<file path="src/rtl/line_buffer_3x3.sv">
// rtl/line_buffer_3x3.sv - 3x3 sliding window generator over a raster pixel stream
//
// Purpose:
//   Holds the two previous image rows in line memories and builds a 3x3
//   window that slides one column per accepted pixel. A window strobe is
//   raised one clock after every pixel that completes a full window
//   (row >= 2 and col >= 2), so windows never wrap across row edges.
//
// Optional feature (macro LINE_BUFFER_3X3_FRAME_DONE_EN):
//   Adds frame_done_o. It pulses together with done_o for the last window
//   of each frame.
//
// Ports:
//   clk           clock, rising edge
//   rst           asynchronous active-high reset
//   done_i        pixel strobe, data_i valid this cycle
//   data_i[7:0]   raster-order pixel
//   d0_o..d8_o    window: d0..d2 top row, d3..d5 middle, d6..d8 bottom (d8 newest)
//   done_o        window valid strobe, one cycle per window
//   frame_done_o  last-window-of-frame strobe (macro builds only)

module line_buffer_3x3 #(
   parameter int ROWS = 7,
   parameter int COLS = 7
) (
   input  logic       clk,
   input  logic       rst,
   input  logic       done_i,
   input  logic [7:0] data_i,
   output logic [7:0] d0_o,
   output logic [7:0] d1_o,
   output logic [7:0] d2_o,
   output logic [7:0] d3_o,
   output logic [7:0] d4_o,
   output logic [7:0] d5_o,
   output logic [7:0] d6_o,
   output logic [7:0] d7_o,
   output logic [7:0] d8_o,
   output logic       done_o
`ifdef LINE_BUFFER_3X3_FRAME_DONE_EN
   ,
   output logic       frame_done_o
`endif
);

   localparam int RW = (ROWS > 1) ? $clog2(ROWS) : 1;
   localparam int CW = (COLS > 1) ? $clog2(COLS) : 1;

   localparam logic [RW-1:0] ROW_LAST = RW'(ROWS - 1);
   localparam logic [CW-1:0] COL_LAST = CW'(COLS - 1);
   localparam logic [RW-1:0] ROW_TWO  = RW'(2);
   localparam logic [CW-1:0] COL_TWO  = CW'(2);

   // Line memories: r_line0 holds the previous row, r_line1 the one before.
   logic [7:0]    r_line0 [COLS];
   logic [7:0]    r_line1 [COLS];

   logic [CW-1:0] r_col;
   logic [RW-1:0] r_row;
   logic [7:0]    r_win [9];
   logic          r_done;

   logic          w_col_last;
   logic          w_row_last;
   logic          w_win_ok;
   logic [7:0]    w_top;
   logic [7:0]    w_mid;

   assign w_col_last = (r_col == COL_LAST);
   assign w_row_last = (r_row == ROW_LAST);
   // A full window exists only once two prior rows and two prior columns
   // of the current row are available.
   assign w_win_ok   = (r_row >= ROW_TWO) && (r_col >= COL_TWO);
   assign w_top      = r_line1[r_col];
   assign w_mid      = r_line0[r_col];

   // Line memories are deliberately not reset: the window strobe is gated
   // by the counters, which restart at row 0 and cannot emit stale rows.
   always_ff @(posedge clk) begin
      if (done_i && !rst) begin
         r_line1[r_col] <= r_line0[r_col];
         r_line0[r_col] <= data_i;
      end
   end

   always_ff @(posedge clk or posedge rst) begin
      if (rst) begin
         r_col  <= '0;
         r_row  <= '0;
         r_done <= 1'b0;
         for (int i = 0; i < 9; i++) begin
            r_win[i] <= 8'd0;
         end
      end else begin
         r_done <= done_i && w_win_ok;
         if (done_i) begin
            // Shift each window row left and load the new right column
            // from the oldest row down to the incoming pixel.
            r_win[0] <= r_win[1];
            r_win[1] <= r_win[2];
            r_win[2] <= w_top;
            r_win[3] <= r_win[4];
            r_win[4] <= r_win[5];
            r_win[5] <= w_mid;
            r_win[6] <= r_win[7];
            r_win[7] <= r_win[8];
            r_win[8] <= data_i;

            if (w_col_last) begin
               r_col <= '0;
               if (w_row_last) begin
                  r_row <= '0;
               end else begin
                  r_row <= r_row + 1'b1;
               end
            end else begin
               r_col <= r_col + 1'b1;
            end
         end
      end
   end

`ifdef LINE_BUFFER_3X3_FRAME_DONE_EN
   logic r_frame_done;

   always_ff @(posedge clk or posedge rst) begin
      if (rst) begin
         r_frame_done <= 1'b0;
      end else begin
         r_frame_done <= done_i && w_row_last && w_col_last;
      end
   end

   assign frame_done_o = r_frame_done;
`endif

   assign d0_o   = r_win[0];
   assign d1_o   = r_win[1];
   assign d2_o   = r_win[2];
   assign d3_o   = r_win[3];
   assign d4_o   = r_win[4];
   assign d5_o   = r_win[5];
   assign d6_o   = r_win[6];
   assign d7_o   = r_win[7];
   assign d8_o   = r_win[8];
   assign done_o = r_done;

endmodule

</file>
<file path="config.mk">
export PLATFORM = sky130hd
export DESIGN_NAME = line_buffer_3x3
export DESIGN_NICKNAME = d
export VERILOG_FILES = /design/src/rtl/line_buffer_3x3.sv
export SDC_FILE = /design/constraint.sdc
export NUM_CORES = 1
export LEC_CHECK = 0
export CORE_MARGIN = 5
export CORE_UTILIZATION = 45
export CTS_CLUSTER_SIZE = 12
export DETAILED_ROUTE_END_ITERATION = 8
export GPL_ROUTABILITY_DRIVEN = 0
export PLACE_DENSITY_LB_ADDON = 0.1
export SLEW_MARGIN = 5
export SYNTH_ARGS = -nofsm -noshare
export SYNTH_HDL_FRONTEND = slang
export SYNTH_SLANG_ARGS = --single-unit
</file>
<file path="constraint.sdc">
create_clock -name clk -period 8.5 [get_ports clk]
set_clock_uncertainty 0.1 [all_clocks]
set_input_delay 2.55 -clock clk [delete_from_list [all_inputs] [get_ports clk]]
set_output_delay 2.55 -clock clk [all_outputs]
set_load 0.02 [all_outputs]
</file>
==> impl_metrics.yaml, run 1 <==
run_status:
  outcome: "completed"
sta:
  max_freq_ghz: 0.239
  tns_ns: 0
  min_period_over_period: 0.492
  slew_headroom: 0.348
  tightest_slew_ns: 0.978
  setup_ws_ns: 4.32
  final-hold-violation-count: 0
  slew_viol_final: 0
  setup_violations: 0
  rsz0062_at_grt: "false"
  period_minus_slack_ns: 4.18
detailed_routing:
  first_iter_violations: 340
  avgViaCountPerCell: 5.27
  wl_mm: 14.3
  drc: 0
  post_drt_wl_per_cell_um: 18.7
  antenna_left: 0
  first_pass_iters: 4
  vias: 4033
place:
  place_ws_ns: 3.81
  numPortBuffers: 83
  placed_cell_area_sq_um: 8480
  place_hpwl_mm: 8.46
layout:
  syn_to_final_growth_pct: 21.9
  design_area_sq_um: 9040
  n_antenna_cell: 0
  drive_above_1_share: 0.235
  fin_nets: 543
synthesis:
  synth_edf_count: 112
  synth_commonest_cells: "112 x edfxtp_1, 79 x dfrtp_1, 67 x mux2_2"
  syn_nets: 456
  synthCells: 445
  ys.flop_type: "edfxtp_1"
  yosysUniqueCellTypes: 41
  ys_warn_count: 0
  yosys-top-cells-area: "edfxtp_1 45%, dfrtp_1 27%, mux2_2 10%"
  synth_seq_cells: 191
  yosysSeqAreaShare: 0.721
  synth.most_common_cell: "edfxtp_1"
  synth_top_area_cell: "edfxtp_1"
  synth.avg_cell_area_sq_um: 16.7
  syn_area_sq_um: 7410
  yosysTopAreaCellShare: 0.454
  async_flop_share: 0.414
global_routing:
  met2_usage: 0.258
  grt_overflow: 0
  antenna_found_initial: 0
  busiest_layer: "met2"
  grt_pass1_wl_mm: 23.8
  grtUsageMet1: 0.208
  grt_pass1_vias: 4238
  track_usage: 0.159
  met3_usage: 0.0380
  grt_max_degree: 80
floorplanning:
  die_area_sq_um: 19100
  initial_utilization: 0.453
  coreArea_sq_um: 16300
  ioPinCount: 84
  row_count: 47
  die_w_um: 138
  die_y_um: 138
critical_path:
  timing.rr.start: "r_col[1]"
  arrival_ns: 4.21
  cp-start-kind: "input port"
  r2r-end: "d5_o[6]"
  cp.required_ns: 8.54
  end_kind: "register"
  cp_slowest_stage_delay_ns: 0.75
  crit_slowest_cell: "nor3b_2"
  worstSetupStartpoint: "rst"
  crit_end: "r_line1[5][1]"
  critPathKind: "in -> reg"
  crit_fanout: 9
  r2r_slack_ns: 5.72
  crit_chain: "clkdlybuf4s50_1 -> nor3b_2 -> buf_4"
  reg2regPathDepth: 5
clocking:
  clockBufferDepth: 2
  cts_max_level: 4
  cts_tree: "yes"
  clock-root-buffer: "clkbuf_16"
  hold_buffers: 0
  cts_buffers: 17
  cts_sinks: 191
  postCtsResizedCells: 0
  path_clk_slew_ns: 0.06
  clock_latency_ns: 0.43
  post_cts_buffers: 0
worst_hold_path:
  worstHoldStart: "d0_o[5]"
  timing.hold.worst.class: "reg -> reg"
power:
  power_density_nw_per_um2: 357
  power.total_mw: 3.23
  leakagePower_nw: 3.33
  ir_worst_vdd_v: 0.000160
flow_run:
  drv_cap: 0
==> power breakdown <==
part	switching, mW	internal [mW]	total, mW
logic	0.629	0.497	1.13
clock network	0.322	0.428	0.749
registers	0.101	1.25	1.35
==> flip-flops by register name, indices dropped and copies added, names as in the netlist <==
signal	count
r_line0	56
r_line1	56
d0_o	8
d1_o	8
d2_o	8
d3_o	8
d4_o	8
d5_o	8
d6_o	8
d7_o	8
d8_o	8
r_col	3
r_row	3
done_o	1
==> cells in the final DEF (no fill, tap or decap), types with 6 or more instances in the layout <==
cell / Yosys / final
mux2i_1: 32 / 32
o21ai_0: 17 / 17
mux2_2: 67 / 67
dfrtp_1: 79 / 78
nand2b_1: 7 / 7
mux2_4: 6 / 6
edfxtp_1: 112 / 112
buf_4: 1 / 13
nor2_1: 21 / 21
nand2_1: 13 / 13
clkdlybuf4s50_1: 0 / 82
a21oi_1: 6 / 6
clkbuf_16: 0 / 17
nand3_1: 7 / 7
==> worst min path at each step <==
stage | endpoint | depth (start not counted)
after global placement | d0_o[1] | 1
after floorplan | r_row[2] | 1
final | d0_o[5] | 1
after detailed placement | d3_o[1] | 1
after CTS | d3_o[1] | 1
after global routing | d0_o[5] | 1
==> final cells by class <==
class,instances,area (sq um)
Fill cell,1340,7310
Sequential cell,191,5340
Multi-Input combinational cell,223,1930
Timing Repair Buffer,95,918
Clock buffer,19,433
Tap cell,220,275
Clock inverter,13,123
Inverter,4,16.3
==> critical path: cells and delay by family <==
| kind | cells | cell delay (ns) |
|---|---|---|
| buf+inv | 2 | 0.91 |
| simple gates | 1 | 0.75 |
==> cell families after synthesis <==
logic type / count (synthesis) / share of synthesized area
compound gates: 59 / 0.0596
buf+inv: 31 / 0.0235
flops: 191 / 0.721
mux: 106 / 0.160
simple gates: 58 / 0.0361
==> stage by stage <==
stage,utilization,std cells,hold slack (ns)
after detailed placement,0.519,733,0.394
after CTS,0.553,765,0.409
final,0.553,765,0.404
after floorplan,-,445,0.389
after global placement,0.519,733,0.388
after global routing,0.553,765,0.424
==> per-layer routing <==
metal	vias to the layer above	part of all wire
met1	2065	0.45
met5	-	0
met3	20	0.038
met2	88	0.49
li1	1860	-
met4	0	0.018
No activity file was read; power rests on OpenSTA's default activity.
==> run 2, diff against run 1 <==
==> constraint.sdc (replaced) <==
create_clock -name clk -period 3.5 [get_ports clk]
set_clock_uncertainty 0.1 [all_clocks]
set_input_delay 1.05 -clock clk [delete_from_list [all_inputs] [get_ports clk]]
set_output_delay 1.05 -clock clk [all_outputs]
set_load 0.02 [all_outputs]
==> run 2 against run 1 <==
Non-clock buffer count grew 9. Combinational power increased by 130%. Flip-flop and latch count stayed put. Via count is 0.67% lower. Critical endpoint is now d5_o[2]. Core utilization is 0.89 points higher. Sequential share of layout area fell by 0.93 points. Count of clock-buffer cells in the layout is 4 higher. Clock power rose to 2.7 times the previous value. Worst setup slack got worse by 3.4 ns.
==> impl_metrics.yaml, run 2 (synthesis gave the netlist of run 1 again) <==
run_status:
  outcome: "completed"
detailed_routing:
  first_iter_violations: 238
  avgViaCountPerCell: 5.18
  antenna_left: 0
  post_drt_wl_per_cell_um: 18.3
  wl_mm: 14.2
  vias: 4006
  drc: 0
  first_pass_iters: 4
power:
  power_density_nw_per_um2: 877
  leakagePower_nw: 3.42
  ir_worst_vdd_v: 0.000414
global_routing:
  grt_overflow: 0
  grt_pass1_vias: 4327
  antenna_found_initial: 0
  track_usage: 0.154
  grt_max_degree: 44
  grt_pass1_wl_mm: 23.3
sta:
  tightest_slew_ns: 1.01
  setup_ws_ns: 0.928
  slew_headroom: 0.328
  rsz0062_at_grt: "false"
  min_period_over_period: 0.735
  setup_violations: 0
  final-hold-violation-count: 0
  fin_hold_ws_ns: 0.405
  max_freq_ghz: 0.389
  slew_viol_final: 0
  period_minus_slack_ns: 2.57
  tns_ns: 0
floorplanning:
  ioPinCount: 84
  initial_utilization: 0.453
  row_count: 47
  coreArea_sq_um: 16300
  die_y_um: 138
  die_area_sq_um: 19100
  die_w_um: 138
critical_path:
  critPathKind: "reg -> out"
  cp.required_ns: 2.35
  critPathBufInv: 1
  cp_slowest_stage_delay_ns: 0.62
  crit_chain: "clkdlybuf4s50_1"
  arrival_ns: 1.42
  end_kind: "output port"
  cp-start-kind: "register"
  crit_family: "buffers and inverters"
  crit_fanout: 3
  crit_slowest_cell: "clkdlybuf4s50_1"
layout:
  syn_to_final_growth_pct: 23.9
  drive_above_1_share: 0.253
  final_cell_mix: "112 x edfxtp_1, 82 x clkdlybuf4s50_1, 78 x dfrtp_1"
  top_regs: "r_line0 x56, r_line1 x56"
  multi_input_area_sq_um: 1920
  final_common_cell: "edfxtp_1"
  fill_cells: 1352
  seq_area_sq_um: 5340
  n_antenna_cell: 0
  fin_nets: 552
clocking:
  cts_tree: "yes"
  cts_buffers: 17
  hold_buffers: 0
  clock_latency_ns: 0.42
  path_clk_slew_ns: 0.06
  postCtsResizedCells: 0
  clockBufferDepth: 2
  cts_max_level: 4
  post_cts_buffers: 0
  cts_sinks: 191
  clock-root-buffer: "clkbuf_16"
flow_run:
  drv_cap: 0
place:
  place_hpwl_mm: 9.09
  numPortBuffers: 83
  place_ws_ns: 0.704
worst_hold_path:
  timing.hold.worst.class: "reg -> reg"
==> run 2: per-layer routing <==
layer  global-route usage  routed length (um)
met1                0.203                6530
met2                0.250                6830
met3               0.0390                 565
met4               0.0556                 230
met5                    0                   0
==> run 2: cell type report <==
class	count	area share
Inverter	4	0.00177
Tap cell	220	0.0300
Clock buffer	23	0.0544
Timing Repair Buffer	104	0.109
Multi-Input combinational cell	223	0.209
Clock inverter	9	0.0139
Sequential cell	191	0.582
==> run 2: stage by stage <==
stage	std cells	area [sq um]	total power, mW	utilization
finish	774	9180	8.05	0.562
global route	774	9180	8.46	0.562
CTS	774	9180	8.16	0.562
detailed placement	742	8550	6.13	0.523
global placement	742	8550	6.08	0.523
floorplan	445	7420	5.00	-
==> run 2: report_power, final <==
part           switching, mW  internal, mW  leakage (nW)
registers              0.348          3.04          1.94
clock network          0.788          1.22         0.309
logic                   1.41          1.24          1.17
==> run 2: path summary, 6_finish.rpt <==
check,to,from,cells past startpoint,slack [ns]
setup / recovery,d5_o[2],d5_o[2],1,0.93
min in group asynchronous,r_row[2],rst,2,1.09
setup reg to reg,d5_o[6],r_col[0],4,0.99
hold / removal,d0_o[0],d0_o[0],1,0.40
max in group asynchronous,d5_o[3],rst,3,1.61
hold reg to reg,d0_o[0],d0_o[0],1,0.40
==> run 3, diff against run 2 <==
==> constraint.sdc (replaced) <==
create_clock -name clk -period 2.5 [get_ports clk]
set_clock_uncertainty 0.1 [all_clocks]
set_input_delay 0.75 -clock clk [delete_from_list [all_inputs] [get_ports clk]]
set_output_delay 0.75 -clock clk [all_outputs]
set_load 0.02 [all_outputs]
==> run 3 against run 2 <==
First-iteration DRC count down 8.8%. Via count up 2.6%. Final area up 0.76%. Critical endpoint is now d5_o[0]. Highest routed layer unchanged.
==> impl_metrics.yaml, run 3 (synthesis gave the netlist of run 1 again) <==
global_routing:
  grt_max_degree: 46
  grt_overflow: 0
  track_usage: 0.167
  grt_pass1_vias: 4421
  antenna_found_initial: 0
  grt_pass1_wl_mm: 24.6
layout:
  design_area_sq_um: 9250
  final_cell_mix: "112 x edfxtp_1, 82 x clkdlybuf4s50_1, 78 x dfrtp_1"
  syn_to_final_growth_pct: 24.8
  n_antenna_cell: 0
  top_regs: "r_line0 x56, r_line1 x56"
  final_common_cell: "edfxtp_1"
  finalNonFillerCells: 786
  final_core_util: 0.566
  drive_above_1_share: 0.263
  fin_nets: 564
clocking:
  cts_sinks: 191
  clock_latency_ns: 0.43
  cts_buffers: 17
  path_clk_slew_ns: 0.07
  post_cts_buffers: 0
  postCtsResizedCells: 0
  hold_buffers: 0
  clockBufferDepth: 2
  clock-root-buffer: "clkbuf_16"
  cts_max_level: 4
  cts_tree: "yes"
power:
  ir_worst_vdd_v: 0.000575
  power.total_mw: 11.2
  p_comb_frac: 0.357
  leakagePower_nw: 3.45
  power_density_nw_per_um2: 1210
  intPower_mw: 7.52
  pwr-share-clk: 0.225
  p_sw_mw: 3.68
  p_seq_frac: 0.418
  swShare: 0.329
sta:
  max_freq_ghz: 0.428
  setup_ws_ns: 0.165
  slew_headroom: 0.502
  tightest_slew_ns: 0.748
  slew_viol_final: 0
  final-hold-violation-count: 0
  period_minus_slack_ns: 2.34
  rsz0062_at_grt: "false"
  min_period_over_period: 0.934
  setup_violations: 0
run_status:
  outcome: "completed"
critical_path:
  cp.required_ns: 1.65
  r2r_slack_ns: 0.31
  cp-start-kind: "register"
  timing.rr.start: "r_col[0]"
  critPathBufInv: 1
  crit_fanout: 3
  end_kind: "output port"
  crit_family: "buffers and inverters"
  arrival_ns: 1.49
  crit_chain: "clkdlybuf4s50_1"
  worstSetupStartpoint: "d5_o[0]"
  cp_slowest_stage_delay_ns: 0.64
  crit_slowest_cell: "clkdlybuf4s50_1"
  critPathKind: "reg -> out"
detailed_routing:
  post_drt_wl_per_cell_um: 19.3
  vias: 4109
  first_pass_iters: 4
  first_iter_violations: 217
  drc: 0
  wl_mm: 15.2
  avgViaCountPerCell: 5.23
  antenna_left: 0
flow_run:
  drv_cap: 0
floorplanning:
  initial_utilization: 0.453
  coreArea_sq_um: 16300
  die_w_um: 138
  row_count: 47
  die_area_sq_um: 19100
  die_y_um: 138
  ioPinCount: 84
worst_hold_path:
  timing.hold.worst.class: "reg -> reg"
  worstHoldStart: "d3_o[7]"
place:
  placed_cell_area_sq_um: 8700
  placed_cells: 754
  place_ws_ns: 0.204
  place_hpwl_mm: 10.4
  numPortBuffers: 83
-- run 3: cell count changes in the layout (fill, tap and decap cells not counted), moves of 2 or more --
cell,previous run,this run
clkinvlp_4,1,5
clkinv_2,4,2
bufinv_16,3,1
clkbuf_8,3,0
clkbuf_1,2,4
buf_12,1,4
buf_4,21,30
-- run 3: metal layers --
metal	global-route usage	vias to the layer above	wire length, um
li1	-	1906	-
met1	0.203	2066	6340
met2	0.279	107	7690
met3	0.0418	30	607
met4	0.0811	0	515
met5	0	-	0
-- run 3: cell type report --
| type | count | area [sq um] |
|---|---|---|
| Inverter | 4 | 18.8 |
| Fill cell | 1333 | 7100 |
| Timing Repair Buffer | 116 | 1130 |
| Clock buffer | 22 | 465 |
| Sequential cell | 191 | 5340 |
| Multi-Input combinational cell | 223 | 1940 |
| Clock inverter | 10 | 86.3 |
| Tap cell | 220 | 275 |
-- run 3: power groups by stage --
stage | clock [mW] | sequential [mW] | combinational [mW]
3_3_place_gp | 0 | 4.72 | 3.98
2_1_floorplan | 0 | 5.19 | 1.83
3_5_place_dp | 0 | 4.76 | 4.05
5_1_grt | 2.73 | 4.79 | 4.29
4_1_cts | 2.60 | 4.69 | 4.07
6_report | 2.52 | 4.69 | 4.00
-- run 3: worst paths after layout --
| check | to | cells after the start |
|---|---|---|
| min in group asynchronous | d2_o[4] | 4 |
| worst min-delay path | d3_o[7] | 1 |
| worst max-delay path | d5_o[0] | 1 |
| worst min register to register | d3_o[7] | 1 |
| max in group asynchronous | r_col[0] | 4 |
| worst max register to register | r_line0[5][6] | 4 |
-- run 3: per-stage QoR --
step	hold WS [ns]	TNS (ns)
finish	0.406	0
CTS	0.409	0
global placement	0.389	0
detailed placement	0.395	0
global route	0.421	0
floorplan	0.389	-4.55
